$ cat src/rtl/dmem_ctrl.sv
// dmem_ctrl: data-memory controller between the core MEM stage and a word-wide 1-cycle-latency SRAM.
//   Word stores take one cycle. Byte/half stores use a read-modify-write. Loads right-justify the lane.
//   Ports: clk, rst_n (async, active low); req_re/req_we/req_addr/req_wdata/req_size from the core;
//   core_rdata/stall to the core; sram_ce/sram_we/sram_addr/sram_wdata to the SRAM, sram_rdata from it.
//   Optional macro DMEM_MISALIGN_CHECK_EN adds output misalign_err and suppresses misaligned accesses.
module dmem_ctrl #(
  parameter int DATA_WIDTH = 32,
  parameter int BUS_WIDTH  = 32,
  parameter int ADDR_WIDTH = 12
) (
  input  logic                  clk,
  input  logic                  rst_n,
  input  logic                  req_re,
  input  logic                  req_we,
  input  logic [BUS_WIDTH-1:0]  req_addr,
  input  logic [DATA_WIDTH-1:0] req_wdata,
  input  logic [2:0]            req_size,
  output logic [DATA_WIDTH-1:0] core_rdata,
  output logic                  stall,
  output logic                  sram_ce,
  output logic                  sram_we,
  output logic [ADDR_WIDTH-1:0] sram_addr,
  output logic [DATA_WIDTH-1:0] sram_wdata,
  input  logic [DATA_WIDTH-1:0] sram_rdata
`ifdef DMEM_MISALIGN_CHECK_EN
  ,
  output logic                  misalign_err
`endif
);
  typedef enum logic [1:0] {IDLE, LD_RESP, ST_MERGE} state_e;
  state_e state_q, state_d;
  logic [ADDR_WIDTH+1:0] addr_q, addr_d, a;
  logic [1:0] size_q, size_d;
  logic [DATA_WIDTH-1:0] wdata_q, wdata_d, rdata_q, rdata_d;
  logic is_byte, is_half, is_word, mis, req, go, wr_word, lb, lh;
  logic [4:0] sh;
  logic [DATA_WIDTH-1:0] ld_data, lane_mask, merged;
  logic unused_bits;
  // Upper address bits alias (SRAM wraps); funct3[2] only selects extension, done in WB.
  assign unused_bits = ^{req_addr[BUS_WIDTH-1:ADDR_WIDTH+2], req_size[2]};
  assign a = req_addr[ADDR_WIDTH+1:0];
  assign is_byte = req_size[1:0] == 2'b00;
  assign is_half = req_size[1:0] == 2'b01;
  assign is_word = !is_byte && !is_half;
`ifdef DMEM_MISALIGN_CHECK_EN
  assign mis = (is_half && a[0]) || (is_word && a[1:0] != 2'b00);
  assign misalign_err = req && mis;
`else
  assign mis = 1'b0;
`endif
  // rst_n gates acceptance so nothing reaches the SRAM while reset is held.
  assign req = rst_n && state_q == IDLE && (req_re || req_we);
  assign go = req && !mis;
  assign wr_word = go && req_we && is_word;
  assign lb = size_q == 2'b00;
  assign lh = size_q == 2'b01;
  // Word accesses ignore addr[1:0]; halves pick the lane by addr[1] only.
  assign sh = lb ? {addr_q[1:0], 3'b000} : lh ? {addr_q[1], 4'b0000} : 5'd0;
  assign ld_data = sram_rdata >> sh;
  assign lane_mask = (lb ? DATA_WIDTH'(8'hFF) : DATA_WIDTH'(16'hFFFF)) << sh;
  assign merged = (sram_rdata & ~lane_mask) | ((wdata_q << sh) & lane_mask);
  assign addr_d = go ? a : addr_q;
  assign size_d = go ? req_size[1:0] : size_q;
  assign wdata_d = go && req_we ? req_wdata : wdata_q;
  assign rdata_d = state_q == LD_RESP ? ld_data : rdata_q;
  always_ff @(posedge clk or negedge rst_n) begin
    if (!rst_n) begin
      state_q <= IDLE;
      addr_q <= '0;
      size_q <= '0;
      wdata_q <= '0;
      rdata_q <= '0;
    end else begin
      state_q <= state_d;
      addr_q <= addr_d;
      size_q <= size_d;
      wdata_q <= wdata_d;
      rdata_q <= rdata_d;
    end
  end
  // Stores win over a simultaneous load; requests are only accepted in IDLE.
  always_comb begin
    state_d = !go ? IDLE : req_we ? (is_word ? IDLE : ST_MERGE) : LD_RESP;
  end
  always_comb begin
    sram_ce = go || state_q == ST_MERGE;
    sram_we = wr_word || state_q == ST_MERGE;
    sram_addr = state_q == ST_MERGE ? addr_q[ADDR_WIDTH+1:2] : go ? a[ADDR_WIDTH+1:2] : '0;
    sram_wdata = state_q == ST_MERGE ? merged : wr_word ? req_wdata : '0;
    stall = go && !wr_word;
    core_rdata = state_q == LD_RESP ? ld_data : rdata_q;
  end
endmodule

$ cat config.mk
export PLATFORM = sky130hd
export DESIGN_NAME = dmem_ctrl
export DESIGN_NICKNAME = d
export VERILOG_FILES = /design/src/rtl/dmem_ctrl.sv
export SDC_FILE = /design/constraint.sdc
export NUM_CORES = 1
export LEC_CHECK = 0
export CAP_MARGIN = 20
export CORE_MARGIN = 2
export CORE_UTILIZATION = 45
export DETAILED_ROUTE_END_ITERATION = 10
export PLACE_DENSITY = 0.95
export SYNTH_ARGS = -nofsm -noshare
export SYNTH_HDL_FRONTEND = slang
export SYNTH_SLANG_ARGS = --single-unit
$ cat constraint.sdc
create_clock -name clk -period 5.3 [get_ports clk]
set_clock_uncertainty 0.2 [all_clocks]
set_input_delay 1.59 -clock clk [delete_from_list [all_inputs] [get_ports clk]]
set_output_delay 1.59 -clock clk [all_outputs]
set_load 0.005 [all_outputs]
==> results.tsv <==
metric	value	unit
Worst EP required	3.51	ns
die height	99.0	µm
crit path cell chain	clkdlybuf4s50_1 -> and3_4 -> and2_2 -> a22o_1 -> clkdlybuf4s50_1	
fin crit share	0.987	
vias	4030	
Die W	99.0	µm
Critical-path top delay cell	clkdlybuf4s50_1	
FMAX	191	MHz
Cells after Synth	399	
Routed WL per cell	20.7	µm
Global Route met3 Usage	0.0596	
Hold WC Path Type	register to register	
Syn. warnings	0	
Hold-fix buffers, CTS	0	
vias per cell	6.05	
critical path depth	5	
Post-synth EDFFs	0	
Crit. Startpoint	req_we	
CTS buffer count	9	
fin area	5960	µm²
count of final hold-check violations	0	
root buffer cell	clkbuf_8	
# rows	34	
Slew headroom	0.350	
antenna violations before repair	0	
FF-to-FF Start	size_q[1]	
die area	9810	µm²
r2r setup slk	2.78	ns
Async SR Flop Fraction	1.00	
Top-Level Pins	182	
Ant. Diodes	0	
most used cell, CP	clkdlybuf4s50_1	
peak supply drop	0.000138	V
M2 GR Usage	0.430	
syn nets	502	
total power	1820	µW
WHS	0.293	ns
number of buffers and inverters on the critical path	2	
critical setup path kind	input port to output port	
Yosys reg bits	66	
min cycle time layout	5.23	ns
Avg Cell Area, Syn	10.2	µm²
WP data arrival	3.44	ns
Top delay family on crit path	buffers and inverters	
DP HPWL	10.1	mm
proportion of layout cells with a drive suffix above 1	0.165	
busiest grt layer	met2	
met1 usage	0.362	
most common cell after layout, fill and taps aside	clkdlybuf4s50_1	
largest net degree at the start of global routing	67	
main flop type after synthesis	dfrtp_1	
buffers inserted by post-CTS timing repair	0	
crit path to	sram_wdata[30]	
status	completed	
Post-DRT Antenna Nets	0	
post-cts gate resize count	0	
Syn-to-layout area delta	46.6	%
H-tree depth	3	
detailed-router iteration count before antenna repair	7	
largest area contributor in the netlist	dfrtp_1	
FF-to-FF End	rdata_q[23]	
total global-route track usage	0.271	
RePlAce Congestion	0.925	
Hold Crit Start	rdata_q[1]	
LEAKAGE	0.00244	µW
Post-Syn Area	4060	µm²
register area share after synthesis	0.406	
CP peak stage delay	0.52	ns
count of final max-slew check failures	0	
IO buf count	162	
CP endpoint kind	output port	
Crit Path Max Fanout	17	
Util after Layout	0.683	
Max Cap Viol	0	
Layout Nets	657	
endpoints failing setup	0	
Synth cell types	37	
first-pass GRT wire length	20.8	mm
Initial Utilization	0.466	
clk buf depth	2	
DRC viols	0	
most frequent cells in the layout	clkdlybuf4s50_1 (158), dfrtp_1 (66), mux2_2 (47)	
TritonCTS clock tree	built	
Startpoint Class	input port	
setup TNS	0	ns
clock sinks	66	
Initial DRC Count	505	
fillers	654	
Worst-Skew Late Latency	0.34	ns
RSZ-0062 raised after global routing	no	
number of global-route vias before repair	3972	
pwr dens	305	nW/µm²
core box area	8720	µm²
Worst-Margin Slew	0.975	ns
FF-to-FF path depth	3	
gr ovfl total	0	
largest cells by area after synthesis	dfrtp_1 (41%), mux2_2 (13%), mux2i_1 (8.1%)	
wirelength, routed	13.8	mm
Placement Cell Area	5770	µm²
Yosys top cell area share	0.406	
Reg clk slew, reported paths	0.07	ns
## cells in the mapped netlist (2+ instances only)
cell and instances:
a32oi_1 7, nand3_1 2, or3_1 8, o31ai_1 8
clkbuf_1 17, buf_4 2, buf_1 2, a22o_1 20
nor2_1 10, mux2_2 47, buf_2 13, o21ai_0 26
nor4bb_1 7, dfrtp_1 66, a221o_1 8, a21oi_1 16
buf_6 3, o2bb2ai_1 16, nor2b_1 5, nand2_1 42
o21a_1 8, nand2b_1 12, mux2i_1 33, o22ai_1 8
## routing by layer
metal | routed length, µm | vias up
met1 | 5420 | 1928
met3 | 1410 | 41
met2 | 6490 | 264
met5 | 0 | -
met4 | 428 | 0
li1 | - | 1797
## worst min-delay path, stage by stage, from the launching register on
cell and delay, ns:
dfrtp_1 0.33, nand2_1 0.04, o31ai_1 0.08
## registers in the layout, summed over array words and instances (netlist names)
name / count
addr_q: 14
rdata_q: 32
size_q: 2
state_q: 2
wdata_q: 16
## worst min-delay path by stage
stage	end	slack, ns	cells after the start
2_1_floorplan	rdata_q[0]	0.27	2
3_5_place_dp	rdata_q[5]	0.28	2
6_report	rdata_q[1]	0.29	2
4_1_cts	rdata_q[1]	0.29	2
3_3_place_gp	rdata_q[4]	0.26	2
5_1_grt	rdata_q[12]	0.32	1
## where the power goes
part	leakage (µW)	switching, µW	internal, µW
sequential	0.000800	84.0	627
clock	0.0000806	193	163
combinational	0.00156	325	424
total	0.00244	602	1210
## through the flow
step / setup slack, ns / cells
finish: 0.0698 / 666
global route: 0.00195 / 666
floorplan: 0.931 / 399
CTS: 0.00970 / 665
global placement: 0.0158 / 650
detailed placement: 0.00976 / 650
## area by class of cell
type	instances	area (µm²)	share of cell area
Timing Repair Buffer	180	1760	0.295
Inverter	2	7.51	0.00126
Clock buffer	9	124	0.0208
Sequential cell	66	1650	0.277
Multi-Input combinational cell	295	2240	0.377
Clock inverter	6	35.0	0.00588
Tap cell	108	135	0.0227
## cell families (layout without fill, tap and decap cells)
logic type,count (synthesis),after routing,share of synthesized area
and+or+nand+nor,93,94,0.120
DFF,66,66,0.406
buffers and inverters,39,197,0.0474
muxes,80,80,0.212
AOI/OAI and AO/OA,121,121,0.214
Note: power is estimated with default switching activity, not from simulation.
